===== config.mk =====
export PLATFORM = sky130hd
export DESIGN_NAME = mmio_uart_ctrl
export DESIGN_NICKNAME = d
export VERILOG_FILES = /design/src/rtl/mmio_pkg.sv /design/src/rtl/mmio_counter.sv /design/src/rtl/mmio_uart_ctrl.sv
export SDC_FILE = /design/constraint.sdc
export NUM_CORES = 1
export LEC_CHECK = 0
export CORE_ASPECT_RATIO = 0.6
export CORE_MARGIN = 1
export CORE_UTILIZATION = 51
export CTS_BUF_LIST = sky130_fd_sc_hd__clkbuf_4 sky130_fd_sc_hd__clkbuf_8 sky130_fd_sc_hd__clkbuf_16
export DETAILED_ROUTE_END_ITERATION = 7
export GPL_TIMING_DRIVEN = 1
export HOLD_SLACK_MARGIN = 0.1
export PLACE_DENSITY = 0.82
export SLEW_MARGIN = 20
export SYNTH_ARGS = -nofsm -noshare
export SYNTH_HDL_FRONTEND = slang
export SYNTH_HIERARCHICAL = 1
export SYNTH_SLANG_ARGS = --single-unit

===== constraint.sdc =====
create_clock -name clk -period 2.65 [get_ports clk]
set_input_delay 0.795 -clock clk [delete_from_list [all_inputs] [get_ports clk]]
set_output_delay 0.795 -clock clk [all_outputs]
set_load 0.05 [all_outputs]

===== src/rtl/mmio_pkg.sv =====
// Address map and status bit layout for the I/O region.
// The core's writeback mux decodes I/O reads with the same constants.
package mmio_pkg;

    localparam logic [7:0] MMIO_STATUS  = 8'h00;
    localparam logic [7:0] MMIO_RX      = 8'h04;
    localparam logic [7:0] MMIO_TX      = 8'h08;
    localparam logic [7:0] MMIO_CYC     = 8'h10;
    localparam logic [7:0] MMIO_INST    = 8'h14;
    localparam logic [7:0] MMIO_CNT_RST = 8'h18;

    localparam int STAT_TX_EMPTY = 0;
    localparam int STAT_RX_FULL  = 1;

    function automatic logic [31:0] status_word(input logic tx_pend, input logic rx_full);
        logic [31:0] w;
        w = 32'h0;
        w[STAT_TX_EMPTY] = ~tx_pend;
        w[STAT_RX_FULL]  = rx_full;
        return w;
    endfunction

endpackage


===== src/rtl/mmio_counter.sv =====
// Free-running counter with a synchronous clear that takes priority over the increment.
module mmio_counter #(
    parameter int CNT_WIDTH = 32
) (
    input  logic                 clk,
    input  logic                 rst_n,
    input  logic                 inc,
    input  logic                 clr,
    output logic [CNT_WIDTH-1:0] count
);

    always_ff @(posedge clk or negedge rst_n) begin
        if (!rst_n) begin
            count <= '0;
        end else if (clr) begin
            count <= '0;
        end else if (inc) begin
            count <= count + 1'b1;
        end
    end

endmodule


===== src/rtl/mmio_uart_ctrl.sv =====
// I/O-region decode for the memory stage: UART RX/TX byte buffers plus cycle and
// retired-instruction counters, with one-cycle registered load data.
module mmio_uart_ctrl
    import mmio_pkg::*;
#(
    parameter logic [3:0] IO_TAG    = 4'h8,
    parameter int         CNT_WIDTH = 32
) (
    input  logic        clk,
    input  logic        rst_n,
    input  logic [31:0] addr,
    input  logic        re,
    input  logic [3:0]  wbe,
    input  logic [31:0] wdata,
    output logic [31:0] rdata,
    input  logic        inst_retire,
    input  logic [7:0]  rx_data,
    input  logic        rx_valid,
    output logic        rx_ready,
    output logic [7:0]  tx_data,
    output logic        tx_valid,
    input  logic        tx_ready
);

    // Both UART links use valid/ready: a byte moves on a clock edge where valid and
    // ready are both high; the producer holds valid and data stable until then.

    logic                 sel;
    logic [7:0]           off;
    logic                 rd_en;
    logic                 wr_en;
    logic                 rx_full;
    logic [7:0]           rx_buf;
    logic                 tx_pend;
    logic [7:0]           tx_buf;
    logic                 cnt_clr;
    logic [CNT_WIDTH-1:0] cyc_cnt;
    logic [CNT_WIDTH-1:0] inst_cnt;
    logic [31:0]          rdata_next;
    logic                 unused_bits;

    assign sel     = (addr[31:28] == IO_TAG);
    assign off     = addr[7:0];
    assign rd_en   = sel & re;
    assign wr_en   = sel & (|wbe);
    assign cnt_clr = wr_en & (off == MMIO_CNT_RST);

    assign unused_bits = &{1'b0, addr[27:8], wdata[31:8]};

    mmio_counter #(.CNT_WIDTH(CNT_WIDTH)) u_cyc_cnt (
        .clk   (clk),
        .rst_n (rst_n),
        .inc   (1'b1),
        .clr   (cnt_clr),
        .count (cyc_cnt)
    );

    mmio_counter #(.CNT_WIDTH(CNT_WIDTH)) u_inst_cnt (
        .clk   (clk),
        .rst_n (rst_n),
        .inc   (inst_retire),
        .clr   (cnt_clr),
        .count (inst_cnt)
    );

    always_comb begin
        rdata_next = 32'h0;
        case (off)
            MMIO_STATUS: rdata_next = status_word(tx_pend, rx_full);
            MMIO_RX:     rdata_next = {24'h0, rx_buf};
            MMIO_CYC:    rdata_next = 32'(cyc_cnt);
            MMIO_INST:   rdata_next = 32'(inst_cnt);
            default:     rdata_next = 32'h0;
        endcase
    end

    // Unselected or non-load cycles leave rdata untouched so it behaves like a memory read port.
    always_ff @(posedge clk or negedge rst_n) begin
        if (!rst_n) begin
            rdata <= 32'h0;
        end else if (rd_en) begin
            rdata <= rdata_next;
        end
    end

    // Capture and read-clear are exclusive: capture needs rx_full=0, clearing needs rx_full=1.
    always_ff @(posedge clk or negedge rst_n) begin
        if (!rst_n) begin
            rx_full <= 1'b0;
            rx_buf  <= 8'h0;
        end else if (rx_valid && !rx_full) begin
            rx_buf  <= rx_data;
            rx_full <= 1'b1;
        end else if (rd_en && (off == MMIO_RX)) begin
            rx_full <= 1'b0;
        end
    end

    assign rx_ready = ~rx_full;

    // A write arriving while a byte is pending is dropped, even on the handshake cycle.
    always_ff @(posedge clk or negedge rst_n) begin
        if (!rst_n) begin
            tx_pend <= 1'b0;
            tx_buf  <= 8'h0;
        end else if (tx_pend) begin
            if (tx_ready) begin
                tx_pend <= 1'b0;
            end
        end else if (wr_en && (off == MMIO_TX) && wbe[0]) begin
            tx_buf  <= wdata[7:0];
            tx_pend <= 1'b1;
        end
    end

    assign tx_valid = tx_pend;
    assign tx_data  = tx_buf;

endmodule


Word level (Yosys, flattened, before mapping)
Index checks and enable logic that the tools add are counted.
{ "totals": {"output_inout_bits": 42, "elab_cells": 39, "reg_bits": 114, "in_bits": 82} }
{ "op_classes": {"addsub": 2, "bitwise_logic": 5, "mux": 9, "n_reduce_logical": 10, "n_eq_ne": 6} }
{ "ops": {"columns": ["op", "n"], "rows": [
  ["32-bit one-hot mux with 4 select lines", 1],
  ["32-bit 2-to-1 mux", 3],
  ["32-bit by 1-bit adder with 32-bit output, second input constant", 2],
  ["8-bit by 5-bit equality test with 1-bit output, second input constant", 3],
  ["8-bit by 3-bit equality test with 1-bit output, second input constant", 1],
  ["8-bit by 4-bit equality test with 1-bit output, second input constant", 1],
  ["8-bit zero test", 1],
  ["1-bit 2-to-1 mux", 5],
  ["4-bit equality test, second input constant", 1],
  ["1-bit logical AND", 4],
  ["2-bit nonzero test", 2],
  ["4-bit OR reduction", 1],
  ["1-bit bitwise AND", 3],
  ["1-bit inverter", 2],
  ["2-bit AND reduction", 1],
  ["1-bit zero test", 1]
]} }

Longest topological paths before layout
{ "logic_depth": {"ltp_word": 6, "ltp_mapped": 11, "ltp_nobuf": 7} }

Cells and area by module
Netlist, hierarchy kept.
{ "modules_own_cells": {"columns": ["module", "area_per_inst_um2", "seq_area_each_um2", "instances", "cells_per_inst"], "rows": [
  ["mmio_counter", 1680.4, 800.8, 2, 176],
  ["mmio_uart_ctrl", 2409.8, 1251.2, 1, 202]
]} }

Worst setup path after synthesis
No wires, ideal clock.
{ "synth_path": {"kind": "input to register", "startpoint": "in addr[2]", "endpoint": "reg u_inst_cnt.count[27]", "setup_ns": 0.078, "setup_slack_ns": -0.423, "arrival_ns": 2.995, "n_path_buf": 3, "required_time_ns": 2.572, "stages": 10, "cell_sequence": "buf_4 nor4b_4 and4_4 and2_2 buf_4 o2111ai_4 or3_1 clkbuf_2 or4_1 a21oi_1"} }
{ "synth_via": {"elab_chain_cells": 3, "elab_cells_between_ends": 4, "classes_between": "1 x eq/ne; 1 x mux; 1 x bitwise; 1 x reduce/logical"} }
{ "synth_lines": {"columns": ["element", "line", "text"], "rows": [
  ["from (decl)", "mmio_uart_ctrl.sv:11", "input logic [31:0] addr,"],
  ["8-bit by 5-bit equality test with 1-bit output *", "mmio_uart_ctrl.sv:46", "assign cnt_clr = wr_en & (off == MMIO_CNT_RST);"],
  ["1-bit bitwise AND *", "mmio_uart_ctrl.sv:46", null],
  ["via cnt_clr", "mmio_uart_ctrl.sv:36", "logic cnt_clr;"],
  ["32-bit 2-to-1 mux or 2-bit nonzero test (tied branches)", null, null],
  ["to (signal assigned)", "mmio_counter.sv:18", "count <= count + 1'b1;"],
  ["to (decl)", "mmio_counter.sv:9", "output logic [CNT_WIDTH-1:0] count"]
]} }
Mark *: on every way through the listed nets, which the timed path passes. The rest lies on a longest branch.
A chain may end at the register's enable or synchronous reset.

Final worst setup path
{ "layout_path": {"startpoint": "in addr[29]", "endpoint": "reg u_inst_cnt.count[25]"} }
{ "layout_via": {"elab_chain_cells": 4, "elab_cells_between_ends": 5, "classes_between": "1 x eq/ne; 1 x mux; 2 x bitwise; 1 x reduce/logical"} }
{ "layout_lines": {"columns": ["element", "line", "text"], "rows": [
  ["4-bit equality test *", "mmio_uart_ctrl.sv:42", "assign sel = (addr[31:28] == IO_TAG);"],
  ["1-bit bitwise AND *", "mmio_uart_ctrl.sv:45", "assign wr_en = sel & (|wbe);"],
  ["1-bit bitwise AND *", "mmio_uart_ctrl.sv:46", null],
  ["via cnt_clr", "mmio_uart_ctrl.sv:36", null],
  ["32-bit 2-to-1 mux or 2-bit nonzero test (tied branches)", null, null]
]} }
Marked as above.

==> results.toml <==
[outcome]
status = "finished, violations left"
violations = "negative setup slack"

[placed_design]
placed_cells = 756
dpl.hpwl_um = 10300
place_congestion = 0.824
port_buffers = 79

[grt]
grt_max_degree = 67
met1_usage = 0.407
antenna_found_initial = 0
busiest_layer = "met2"
grt_pass1_wl_um = 25300
track_usage = 0.279
grt_pass1_vias = 4815
gr-usage-met2 = 0.425
met3_usage = 0.0542
grt_overflow = 0

[floorplanning]
die_height_um = 84.4
dieArea_um2 = 11800
core_um2 = 10800
die_x_um = 139
initial_core_util = 0.535
io_pins = 124
rows = 29

[drt]
first_iter_violations = 523
drc = 0
vias_per_cell = 6.24
drt-total-wl_um = 16000
wl_per_cell_um = 20.1
ant_nets = 0
first_pass_iters = 6
via_count = 4959

[sta]
worstMarginPinSlew_ns = 0.753
holdWs_ns = 0.298
rsz0062_at_grt = "yes"
layout_setup_ws_ns = -0.0218
drv_slew = 0
clock_skew_ns = 0.00751
tns_ns = -0.0218
fin_crit_ns = 2.67
setup_viol = 1
max_freq_mhz = 374
relSlewSlack = 0.498
hold_viol_final = 0
timing.final.crit_share = 1.01

[pwr]
vdd_drop_max_uv = 661
p_comb_frac = 0.107
power.leakage_nw = 3.09
seq_power_share = 0.406
p_sw_frac = 0.264
power_switching_mw = 1.40
p_per_area_nw_per_um2 = 707
cell_internal_pwr_mw = 3.90
p_clk_frac = 0.486

[synth]
avgSynthCellArea_um2 = 10.4
synth_seq_cells = 114
syn_inst = 554
async_reset_ff_frac = 1.00
synth.top_cells.by_count = "114 x dfrtp_1, 58 x nand2_1, 48 x o31ai_1"
synth_area_leaders = "dfrtp_1 49%, o31ai_1 6.2%, mux2i_1 4.5%"
synth_edf_count = 0
ys_warn_count = 6
yosysSeqAreaShare = 0.494
yosysTopAreaCell = "dfrtp_1"
synth_top_area_frac = 0.494
yosysMostFrequentCell = "dfrtp_1"
synth_area_um2 = 5770
ys_types = 39
synthFlopType = "dfrtp_1"
syn_nets = 638

[final_layout]
multi_input_area_um2 = 2750
final.fill_count = 711
drive_gt1_frac = 0.178
final_cell_count_no_fill = 795
syn2layout_area_growth_pct = 29.9
seq_area_um2 = 2850
diodes = 0
layout.nets = 727

[cts]
numCtsBuffers = 17
cts_tree = "done"
clk_path_buf_depth = 2
h-tree-depth = 4
clk_pin_slew_ns = 0.06
cts-root-buf = "clkbuf_16"
insertion_delay_ns = 0.41
clock-sinks = 114

[min_path]
hold_path_class = "input pin to asynchronous set/reset pin"

[worst_setup_path]
cp_max_fo = 6
cp-start-kind = "input pin"
cp-end-kind = "register"
path_class = "input pin to register"
crit_required_ns = 2.98
worstPathArrival_ns = 3.00

[job]
drv_cap = 0
[worst paths after layout]
| path | start | to | slack (ns) | cells past startpoint |
|---|---|---|---|---|
| setup / recovery | addr[29] | u_inst_cnt/count[25]$_DFFE_PN0P_ | -0.02 | 9 |
| hold / removal | rst_n | u_cyc_cnt/count[27]$_DFFE_PN0P_ | 0.30 | 1 |
| setup reg to reg | u_cyc_cnt/count[0]$_DFFE_PN0P_ | u_cyc_cnt/count[26]$_DFFE_PN0P_ | 0.20 | 5 |
| hold reg to reg | rdata[6]$_DFFE_PN0P_ | rdata[6]$_DFFE_PN0P_ | 0.48 | 2 |
| max in group asynchronous | rst_n | tx_data[5]$_DFFE_PN0P_ | 1.71 | 2 |
| min in group clk | rdata[6]$_DFFE_PN0P_ | rdata[6]$_DFFE_PN0P_ | 0.48 | 2 |
[area by class of cell]
cell class / instances / area share
multi-input cells: 388 / 0.367
inverters: 14 / 0.00701
clock buffers: 18 / 0.0586
flip-flops and latches: 114 / 0.381
clock inverters: 14 / 0.0302
well taps: 139 / 0.0232
repair buffers: 108 / 0.133
[layout by cell type, fill, tap and decap left out, drive strengths merged, types with 5 or more instances in the layout]
cell type / netlist / routed
nand4: 13 / 13
clkdlybuf4s50: 0 / 63
or3: 18 / 19
nor4: 8 / 8
nand2: 58 / 58
xnor2: 14 / 14
nor2: 25 / 25
or4: 27 / 27
o31ai: 48 / 48
dfrtp: 114 / 114
buf: 18 / 36
inv: 14 / 17
nor3: 6 / 6
o21ai: 23 / 23
xor2: 8 / 8
and4: 10 / 10
mux2: 22 / 22
a22oi: 6 / 6
a21oi: 40 / 40
nand3: 14 / 14
bufinv: 0 / 5
clkbuf: 21 / 20
mux2i: 26 / 26
[power by group through the flow]
stage                     sequential, mW  combinational [mW]  clock (mW)
after floorplan                     2.10               0.361           0
after global placement              2.16               0.520           0
after detailed placement            2.17               0.553           0
after CTS                           2.14               0.565        2.59
after global routing                2.17               0.627        2.67
final                               2.15               0.568        2.58
[registers in the layout (all words and copies together), names as in the netlist]
| register | count |
|---|---|
| rdata | 32 |
| u_cyc_cnt/count | 32 |
| u_inst_cnt/count | 32 |
| rx_buf | 8 |
| tx_data | 8 |
| rx_full | 1 |
| tx_valid | 1 |
[critical path, cell delays in order]
cell and delay (ns):
buf_6 0.10, nor4b_4 0.28, and4_4 0.27, and2_4 0.18
o2111ai_4 0.14, or3_4 0.44, buf_6 0.15, or4_4 0.51
a21oi_2 0.14
[metrics by stage]
| stage | instance area (µm²) | setup slack, ns | utilization | total power [mW] |
|---|---|---|---|---|
| 3_3_place_gp | 6760 | -0.674 | 0.627 | 2.68 |
| 5_1_grt | 7490 | -0.0416 | 0.695 | 5.47 |
| 2_1_floorplan | 5810 | -0.250 | - | 2.46 |
| 4_1_cts | 7460 | 0.00205 | 0.692 | 5.30 |
| 6_report | 7490 | -0.0218 | 0.695 | 5.30 |
| 3_5_place_dp | 6760 | -0.804 | 0.627 | 2.72 |
[per-layer routing]
metal / part of all wire / wire length (µm)
met1: 0.45 / 7120
met2: 0.46 / 7390
met3: 0.076 / 1210
met4: 0.014 / 225
met5: 0 / 0
[kinds of logic (layout without fill, tap and decap cells)]
logic type	Yosys count	in the layout	synth area share
AOI/OAI and AO/OA	126	126	0.144
xor gates and xnor gates	22	22	0.0334
adders and majority gates	2	2	0.00434
buffers and inverters	53	154	0.0410
DFF	114	114	0.494
muxes	50	50	0.0958
other	1	1	0.000650
and+or+nand+nor	186	187	0.186
[repair_timing]
item / in CTS / in global routing
endpoints found under the setup margin: 19 / 9
buffers inserted: 3 / 3
gates resized for setup: 35 / 18
hold buffers: 0 / 0
cloned: 1 / 0
pin swaps: 11 / 12
Power figures use the tool's default switching activity.
